### config.mk
export PLATFORM = sky130hd
export DESIGN_NAME = dmx_frac_brg_flat
export DESIGN_NICKNAME = d
export VERILOG_FILES = /design/src/rtl/dmx_frac_brg_if.sv /design/src/rtl/dmx_frac_brg.sv /design/src/flat_wrapper.sv
export SDC_FILE = /design/constraint.sdc
export NUM_CORES = 1
export LEC_CHECK = 0
export CORE_ASPECT_RATIO = 0.8
export CORE_MARGIN = 3
export CORE_UTILIZATION = 60
export DETAILED_ROUTE_END_ITERATION = 8
export PLACE_DENSITY_LB_ADDON = 0.15
export SYNTH_ARGS = -nofsm -noshare
export SYNTH_HDL_FRONTEND = slang
export SYNTH_SLANG_ARGS = --single-unit
### constraint.sdc
create_clock -name clk -period 5.6 [get_ports clk]
set_clock_uncertainty 0.05 [all_clocks]
set_input_delay 1.4 -clock clk [delete_from_list [all_inputs] [get_ports clk]]
set_output_delay 1.4 -clock clk [all_outputs]
set_load 0.01 [all_outputs]
### src/rtl/dmx_frac_brg_if.sv
// Control and tick bundle for the DMX-512 fractional baud-rate generator.
// The master side drives run/sync/divisor loads; the slave side returns the enables.
interface dmx_frac_brg_if #(
    parameter int INT_W  = 16,
    parameter int FRAC_W = 8
);
    logic              run;
    logic              sync;
    logic [INT_W-1:0]  divInt;
    logic [FRAC_W-1:0] divFrac;
    logic              divLoad;
    logic              divBusy;
    logic              osEn;
    logic              midEn;
    logic              bitEn;

    modport master (
        output run, sync, divInt, divFrac, divLoad,
        input  divBusy, osEn, midEn, bitEn
    );

    modport slave (
        input  run, sync, divInt, divFrac, divLoad,
        output divBusy, osEn, midEn, bitEn
    );
endinterface

### src/rtl/dmx_frac_brg.sv
// Fractional-N baud-rate generator: oversample, bit-centre and bit-end enables
// with a shadowed divisor that switches only on bit boundaries or while idle.
module dmx_frac_brg #(
    parameter int INT_W      = 16,
    parameter int FRAC_W     = 8,
    parameter int OVERSAMPLE = 16,
    parameter int RESET_INT  = 12,
    parameter int RESET_FRAC = 128
) (
    input logic           clk,
    input logic           rst,
    dmx_frac_brg_if.slave bus
);
    localparam int IDX_W = $clog2(OVERSAMPLE);
    localparam logic [INT_W-1:0]  RST_INT  = (RESET_INT < 2) ? INT_W'(2) : INT_W'(RESET_INT);
    localparam logic [FRAC_W-1:0] RST_FRAC = FRAC_W'(RESET_FRAC);
    localparam logic [IDX_W-1:0]  IDX_MID  = IDX_W'(OVERSAMPLE / 2 - 1);
    localparam logic [IDX_W-1:0]  IDX_LAST = IDX_W'(OVERSAMPLE - 1);

    function automatic logic [INT_W-1:0] clamp_int(input logic [INT_W-1:0] v);
        return (v < INT_W'(2)) ? INT_W'(2) : v;
    endfunction

    logic [INT_W-1:0]  int_act, int_shd, cnt;
    logic [FRAC_W-1:0] frac_act, frac_shd, facc;
    logic [IDX_W-1:0]  os_idx;
    logic              div_busy, os_en, mid_en, bit_en;

    logic              restart, terminal, bit_end, apply;
    logic [INT_W-1:0]  int_eff;
    logic [FRAC_W:0]   fsum;

    assign restart  = !bus.run || bus.sync;
    assign terminal = (cnt == '0);
    assign bit_end  = !restart && terminal && (os_idx == IDX_LAST);
    // A pending divisor lands on a bit boundary, an idle cycle or a resync.
    assign apply    = div_busy && (restart || bit_end);
    assign int_eff  = apply ? int_shd : int_act;
    assign fsum     = {1'b0, facc} + {1'b0, frac_act};

    always_ff @(posedge clk or posedge rst) begin
        if (rst) begin
            int_act  <= RST_INT;
            frac_act <= RST_FRAC;
            int_shd  <= RST_INT;
            frac_shd <= RST_FRAC;
            div_busy <= 1'b0;
            cnt      <= RST_INT - INT_W'(1);
            facc     <= '0;
            os_idx   <= '0;
            os_en    <= 1'b0;
            mid_en   <= 1'b0;
            bit_en   <= 1'b0;
        end else begin
            if (bus.divLoad) begin
                int_shd  <= clamp_int(bus.divInt);
                frac_shd <= bus.divFrac;
            end
            // A load coinciding with an apply leaves the new value pending.
            div_busy <= bus.divLoad || (div_busy && !apply);
            if (apply) begin
                int_act  <= int_shd;
                frac_act <= frac_shd;
            end

            // NOTE: enables default low every edge so each tick is exactly one cycle wide.
            os_en  <= 1'b0;
            mid_en <= 1'b0;
            bit_en <= 1'b0;

            if (restart) begin
                cnt    <= int_eff - INT_W'(1);
                facc   <= '0;
                os_idx <= '0;
            end else if (!terminal) begin
                cnt <= cnt - INT_W'(1);
            end else begin
                os_en  <= 1'b1;
                mid_en <= (os_idx == IDX_MID);
                bit_en <= (os_idx == IDX_LAST);
                os_idx <= os_idx + IDX_W'(1);
                if (apply) begin
                    cnt  <= int_eff - INT_W'(1);
                    facc <= '0;
                end else begin
                    cnt  <= int_act - INT_W'(1) + INT_W'(fsum[FRAC_W]);
                    facc <= fsum[FRAC_W-1:0];
                end
            end
        end
    end

    assign bus.divBusy = div_busy;
    assign bus.osEn    = os_en;
    assign bus.midEn   = mid_en;
    assign bus.bitEn   = bit_en;
endmodule

### src/flat_wrapper.sv
// flat-port wrapper written by rule: the top's interface ports become plain ports
module dmx_frac_brg_flat 
#(
    parameter int INT_W      = 16,
    parameter int FRAC_W     = 8,
    parameter int OVERSAMPLE = 16,
    parameter int RESET_INT  = 12,
    parameter int RESET_FRAC = 128
)
  (clk, rst, bus_run, bus_sync, bus_divInt, bus_divFrac, bus_divLoad, bus_divBusy, bus_osEn, bus_midEn, bus_bitEn);
  dmx_frac_brg_if #(.INT_W(INT_W), .FRAC_W(FRAC_W)) bus_i ();
  input logic clk;
  input logic rst;
  input wire logic [$bits(bus_i.run)-1:0] bus_run;
  input wire logic [$bits(bus_i.sync)-1:0] bus_sync;
  input wire logic [$bits(bus_i.divInt)-1:0] bus_divInt;
  input wire logic [$bits(bus_i.divFrac)-1:0] bus_divFrac;
  input wire logic [$bits(bus_i.divLoad)-1:0] bus_divLoad;
  output wire logic [$bits(bus_i.divBusy)-1:0] bus_divBusy;
  output wire logic [$bits(bus_i.osEn)-1:0] bus_osEn;
  output wire logic [$bits(bus_i.midEn)-1:0] bus_midEn;
  output wire logic [$bits(bus_i.bitEn)-1:0] bus_bitEn;
  assign bus_i.run = bus_run;
  assign bus_i.sync = bus_sync;
  assign bus_i.divInt = bus_divInt;
  assign bus_i.divFrac = bus_divFrac;
  assign bus_i.divLoad = bus_divLoad;
  assign bus_divBusy = bus_i.divBusy;
  assign bus_osEn = bus_i.osEn;
  assign bus_midEn = bus_i.midEn;
  assign bus_bitEn = bus_i.bitEn;
  dmx_frac_brg #(.INT_W(INT_W), .FRAC_W(FRAC_W), .OVERSAMPLE(OVERSAMPLE), .RESET_INT(RESET_INT), .RESET_FRAC(RESET_FRAC)) u_core (.clk(clk), .rst(rst), .bus(bus_i));
endmodule
==> flow_summary.yaml, run 1 <==
yosys:
  syn_inst: 542
  async_reset_ff_share_pct: 100.0
  synth_edf_count: 0
  synth_compound_area_share_pct: 11.72
  yosys.area_share.adder_pct: 3.993
  avgSynthCellArea_sq_um: 9.019
  synth_area_sq_um: 4888
  ys_seq_elements: 80
  synth_mux_area_share_pct: 6.808
  synth_top_family_by_area: "simple AND/OR/NAND/NOR gates"
  synthFlopType: "dfrtp_1"
  yosys.area_share.simple_pct: 23.14
  yosysWarnings: 0
  ys_seq_area_share_pct: 41.18
  synth_nets: 586
  synth.distinct_cells: 59
  synth_xor_area_share_pct: 9.137
clocking:
  cts_hold_buf: 0
  cts_buffers: 9
  ctsResizeCount: 0
  clock_latency_ns: 0.37
  clkTransAtPathRegs_ns: 0.10
  cts.sinks: 80
  cts_setup_buffers: 0
  root_buffer: "clkbuf_8"
  cts.path.max_buffers: 2
  tritoncts: "yes"
  htree_levels: 3
floorplanning:
  io_pins: 33
  coreArea_sq_um: 7637
  dieWidth_um: 106.9
  fp.dieH_um: 86.74
  die-area_sq_um: 9273
  initial_core_util_pct: 64.01
  rows: 28
worst_setup_path:
  cpLargestDelayFamily: "simple AND/OR/NAND/NOR gates"
  r2r_end: "u_core.cnt[15]"
  rr_worst_depth: 16
  r2r_slack_ns: 1.28
  r2r_start: "u_core.frac_act[0]"
  critPathMaxStageDelay_ns: 0.43
  cp_cell_sequence: "clkdlybuf4s50_1 -> nand2b_1 -> nand2_1 -> a21boi_4 -> buf_4 -> mux2i_1 -> ha_1 -> nor3b_1 -> nand2_1 -> or4_1 -> and3_1 -> o32a_1"
  crit_top_cell: "nand2_1"
  worst-endpoint-required_ns: 5.82
  critPathSlowestCell: "or4_1"
  cp_num_buf_inv: 2
  crit_path_end_kind: "register"
  worstPathMaxFanout: 20
  arrival_ns: 4.58
  path_class: "primary input to register"
  startpoint_type: "primary input"
power_and_ir_drop:
  vdd.ir_drop.worst_mv: 0.1860
  power.leakage_nw: 2.241
  p_per_area_nw_per_um2: 282.8
sta:
  finalCritPeriodShare_pct: 77.87
  setup_tns_ns: 0
  tightest_slew_ns: 1.201
  timing.fmax_mhz: 229.3
  finalCriticalPeriod_ns: 4.361
  finalMaxSlewViolations: 0
  setup_violations: 0
  rsz0062_at_grt: "false"
  hold_viol_final: 0
  maxSlewHeadroom_pct: 19.66
detailed_routing:
  num_vias: 4134
  detail-route-antenna-nets: 0
  drt-initial-drc-count: 437
  viasPerCell: 6.161
  post_drt_wl_per_cell_um: 17.35
  routed_wl_um: 11640
  drc: 0
  dr.pass1.iters: 8
run:
  maxCapViolCount: 0
global_routing:
  grt_pass1_vias: 3917
  grt_usage_pct: 27.18
  grt_max_degree: 52
  grt_overflow: 0
  antenna_found_initial: 0
  grt_pass1_wl_um: 19810
layout:
  layout-drive-gt1-share_pct: 12.54
  num_antenna_cells: 0
  nFillCells: 611
  finalNetCount: 605
  final_area_sq_um: 5477
  synthToLayoutAreaGrowth_pct: 12.03
min_path:
  hold_path.class: "register to register"
  whs_endpoint: "u_core.frac_act[7]"
  whs_path_depth: 2
  min_from: "u_core.frac_act[7]"
placed_design:
  post_dp_cell_area_sq_um: 5280
  finalWeightedCongestion: 0.9829
  numPortBuffers: 32
  dpl.hpwl_um: 8363
outcome:
  status: "complete, no violations"
metal layers:
layer	up-vias	wire [um]	GRT usage (%)
met5	-	0	0
met2	185	4949	38.91
met3	14	920	5.659
met1	1980	5635	41.62
met4	0	135	8.014
li1	1955	-	-
worst reg2reg max path, cell delays in order, from the launching register on:
cell      delay [ns]
dfrtp_1         0.42
ha_1            0.20
inv_1           0.07
fa_1            0.20
nor2b_1         0.06
o21ai_0         0.19
a21boi_0        0.15
o21a_1          0.20
or2_2           0.29
a31oi_1         0.31
ha_1            0.24
nor3b_1         0.60
nand4_1         0.31
or4_1           0.47
a41oi_1         0.24
nor3_1          0.07
a211oi_1        0.17
sequential cells by signal, indices dropped and copies added (netlist names), 4 cells and up:
signal	flops
u_core.int_shd	16
u_core.frac_shd	8
u_core.facc	8
u_core.cnt	16
u_core.int_act	16
u_core.frac_act	8
u_core.os_idx	4
synth_stat cells, types with 3 or more instances:
cell	count	area, sq um
a211oi_1	3	22.52
a21boi_0	3	22.52
a21oi_1	24	120.1
a22oi_1	5	37.54
a31oi_1	3	18.77
buf_2	4	20.02
clkbuf_1	27	101.4
dfrtp_1	71	1777
dfstp_2	9	236.5
ha_1	14	175.2
inv_1	15	56.30
mux2_2	24	270.3
mux2i_1	4	40.04
nand2_1	95	356.6
nand2b_1	3	18.77
nand3_1	22	110.1
nand4_1	12	75.07
nor2_1	34	127.6
nor2b_1	4	25.02
nor3_1	19	95.09
nor3b_1	3	22.52
nor4_1	18	112.6
o211ai_1	7	52.55
o21ai_0	14	70.07
o22ai_1	3	18.77
or3_1	6	37.54
or4_1	4	30.03
xnor2_1	24	210.2
xor2_1	27	236.5
stage by stage:
stage	hold WS, ns	power (W)	cells	util (%)	setup slack, ns
finish	0.4257	0.001549	671	71.71	1.239
global route	0.4484	0.001637	671	71.71	1.005
CTS	0.4286	0.001552	671	71.71	1.265
detailed placement	0.3995	0.001119	655	69.14	0.8651
global placement	0.3972	0.001105	655	69.14	0.9637
floorplan	0.3866	0.001007	542	-	1.473
placed cells by master, fill, tap and decap left out, drive strengths merged, types with 3 or more instances in the layout:
cell type      count
a21oi             24
clkdlybuf4s50     32
or2                3
or3                6
or4                4
nor3              19
dfrtp             71
clkbuf             9
xor2              27
mux2              24
nand4             12
nor4              21
a22oi              5
nand3             22
xnor2             24
o21ai             16
a31oi              3
a211oi             3
buf               10
ha                14
a21boi             4
mux2i              4
nand2b             3
o211ai             7
inv               19
nor2              35
nor2b              4
nand2             95
nor3b              3
dfstp              9
o22ai              3
cell type report:
type | instances | area, sq um | share of cell area, %
Clock buffer | 9 | 123.9 | 2.262
Sequential cell | 80 | 2013 | 36.76
Clock inverter | 7 | 72.57 | 1.325
Tap cell | 105 | 131.4 | 2.399
Timing Repair Buffer | 42 | 395.4 | 7.220
Multi-Input combinational cell | 413 | 2683 | 48.98
Inverter | 15 | 57.56 | 1.051
power breakdown:
| group | leakage, nW | switching, W | internal (W) |
|---|---|---|---|
| logic | 1.17 | 0.000191 | 0.000164 |
| clock network | 0.0974 | 0.000254 | 0.000176 |
| registers | 0.970 | 0.000107 | 0.000657 |
cells by family (layout without fill, tap and decap cells):
| kind of cell | Yosys count | in the layout |
|---|---|---|
| DFF | 80 | 80 |
| xor gates and xnor gates | 51 | 51 |
| adders and majority gates | 15 | 15 |
| AOI/OAI and AO/OA | 86 | 86 |
| and+or+nand+nor | 232 | 232 |
| muxes | 29 | 29 |
| buffers and inverters | 49 | 73 |
worst max-delay path by stage:
stage,startpoint,endpoint,slack (ns),depth (start not counted)
finish,bus_sync,u_core.cnt[10],1.24,12
global route,bus_sync,u_core.cnt[10],1.00,12
CTS,bus_sync,u_core.cnt[10],1.27,12
detailed placement,bus_sync,u_core.cnt[10],0.87,12
global placement,bus_sync,u_core.cnt[10],0.96,12
floorplan,bus_sync,u_core.cnt[10],1.47,11
Power figures use the tool's default switching activity.
==> inputs of run 2 (changes only) <==
--- a/config.mk
+++ b/config.mk
@@ -7,7 +7,7 @@
 export LEC_CHECK = 0
 export CORE_ASPECT_RATIO = 0.8
 export CORE_MARGIN = 3
-export CORE_UTILIZATION = 60
+export CORE_UTILIZATION = 54
 export DETAILED_ROUTE_END_ITERATION = 8
 export PLACE_DENSITY_LB_ADDON = 0.15
 export SYNTH_ARGS = -nofsm -noshare
==> constraint.sdc (replaced) <==
create_clock -name clk -period 3.7 [get_ports clk]
set_clock_uncertainty 0.05 [all_clocks]
set_input_delay 0.925 -clock clk [delete_from_list [all_inputs] [get_ports clk]]
set_output_delay 0.925 -clock clk [all_outputs]
set_load 0.01 [all_outputs]
==> flow_summary.yaml, run 2 (same netlist as run 1, synthesis figures left out) <==
clocking:
  cts_buffers: 9
  cts.sinks: 80
  clkTransAtPathRegs_ns: 0.07
  cts.path.max_buffers: 2
  clock_latency_ns: 0.34
  tritoncts: "yes"
  root_buffer: "clkbuf_16"
  htree_levels: 3
global_routing:
  grt_max_degree: 40
  antenna_found_initial: 0
  grt_pass1_wl_um: 20800
  grt_usage_pct: 25.15
  grt_overflow: 0
  grt_pass1_vias: 4110
power_and_ir_drop:
  vdd.ir_drop.worst_mv: 0.2565
  power.total_w: 0.002713
  p_per_area_nw_per_um2: 464.0
  power.leakage_nw: 2.407
worst_setup_path:
  crit_end: "u_core.cnt[10]"
  crit_path_end_kind: "register"
  r2r_slack_ns: 0.24
  cp_cell_sequence: "clkdlybuf4s50_1 -> nand2b_1 -> nand2_2 -> a21boi_4 -> mux2i_2 -> ha_2 -> nor2b_1 -> nand3_1 -> or4_1 -> and3_1 -> o32a_1"
  r2r_end: "u_core.cnt[12]"
  critPathSlowestCell: "clkdlybuf4s50_1"
  cpLargestDelayFamily: "simple AND/OR/NAND/NOR gates"
  startpoint_type: "primary input"
  cp_num_buf_inv: 1
  worst-endpoint-required_ns: 3.87
  path_class: "primary input to register"
  arrival_ns: 3.77
  worst-path-stages: 11
  worstPathMaxFanout: 4
  r2r_start: "u_core.facc[0]"
  setup.worst_path.start: "bus_sync"
  rr_worst_depth: 18
  critPathMaxStageDelay_ns: 0.45
floorplanning:
  rows: 30
  coreArea_sq_um: 8633
  dieWidth_um: 112.4
  die-area_sq_um: 10240
  fp.dieH_um: 91.10
  initial_core_util_pct: 56.62
  io_pins: 33
layout:
  finalNetCount: 623
  layout-drive-gt1-share_pct: 18.15
  synthToLayoutAreaGrowth_pct: 19.61
  reg_top3: "u_core.cnt (16), u_core.int_act (16), u_core.int_shd (16)"
  final_common_cell: "nand2_1"
  final_cell_mix: "94 x nand2_1, 71 x dfrtp_1, 33 x nor2_1"
  num_antenna_cells: 0
  final_area_sq_um: 5847
  nFillCells: 719
  fin_util_pct: 67.72
detailed_routing:
  num_vias: 4280
  drt-initial-drc-count: 399
  post_drt_wl_per_cell_um: 18.06
  dr.pass1.iters: 5
  viasPerCell: 6.149
  routed_wl_um: 12570
  detail-route-antenna-nets: 0
  drc: 0
sta:
  finalCriticalPeriod_ns: 3.593
  hold_viol_final: 0
  finalMaxSlewViolations: 0
  tightest_slew_ns: 1.064
  setup_violations: 0
  hold_slack_ns: 0.4164
  timing.fmax_mhz: 278.3
  finalCritPeriodShare_pct: 97.10
  maxSlewHeadroom_pct: 28.83
placed_design:
  finalWeightedCongestion: 0.9266
  post_dp_cell_area_sq_um: 5386
  numPortBuffers: 32
  dpl.hpwl_um: 8958
outcome:
  status: "complete, no violations"
run:
  maxCapViolCount: 0
min_path:
  hold_path.class: "register to register"
run 2: layout make-up:
cell class                      instances  area [sq um]  share of cell area [%]
Tap cell                              112         140.1                   2.397
Inverter                               15         57.56                  0.9844
Clock inverter                          7         97.59                   1.669
Clock buffer                            9         225.2                   3.852
Multi-Input combinational cell        413          2783                   47.59
Sequential cell                        80          2013                   34.43
Timing Repair Buffer                   60         530.5                   9.073
run 2: repair_timing:
action | CTS | global route
setup endpoints to repair | 2 | 8
pin swaps | 0 | 10
hold buffers | 0 | 0
setup buffers | 0 | 5
gates resized for setup | 1 | 23
run 2: worst min-delay path by stage:
stage                     slack (ns)  depth (start not counted)            endpoint               start
after global routing            0.45                          2  u_core.frac_act[7]  u_core.frac_shd[7]
after detailed placement        0.40                          2  u_core.frac_act[7]  u_core.frac_shd[7]
after CTS                       0.42                          2  u_core.frac_act[7]  u_core.frac_shd[7]
after global placement          0.40                          2  u_core.frac_act[7]  u_core.frac_shd[7]
final                           0.42                          2  u_core.frac_act[7]  u_core.frac_shd[7]
after floorplan                 0.39                          2  u_core.frac_act[7]  u_core.frac_act[7]
run 2: stage by stage:
stage	setup TNS (ns)	worst slack [ns]	instances
2_1_floorplan	0	0.02180	542
3_3_place_gp	-0.1310	-0.1310	675
3_5_place_dp	-0.4315	-0.2494	675
4_1_cts	0	0.0003153	691
5_1_grt	-0.003343	-0.003343	696
6_report	0	0.1072	696
run 2: report_power, final:
group          switching, W  internal, W
clock              0.000412     0.000547
sequential         0.000172     0.000995
combinational      0.000304     0.000283
run 2: per-layer routing:
| layer | vias to the layer above | share of wire, % | track usage [%] | routed length, um |
|---|---|---|---|---|
| met5 | - | 0 | 0 | 0 |
| met4 | 0 | 1.3 | 7.207 | 167 |
| met3 | 21 | 8.5 | 5.396 | 1073 |
| met2 | 195 | 45 | 37.40 | 5664 |
| met1 | 2067 | 45 | 37.06 | 5662 |
| li1 | 1997 | - | - | - |
run 2: worst min-delay path, cell delays in order (launching register included):
cell and delay [ns]:
dfstp_2 0.37, nand2_1 0.05, nand2_1 0.04
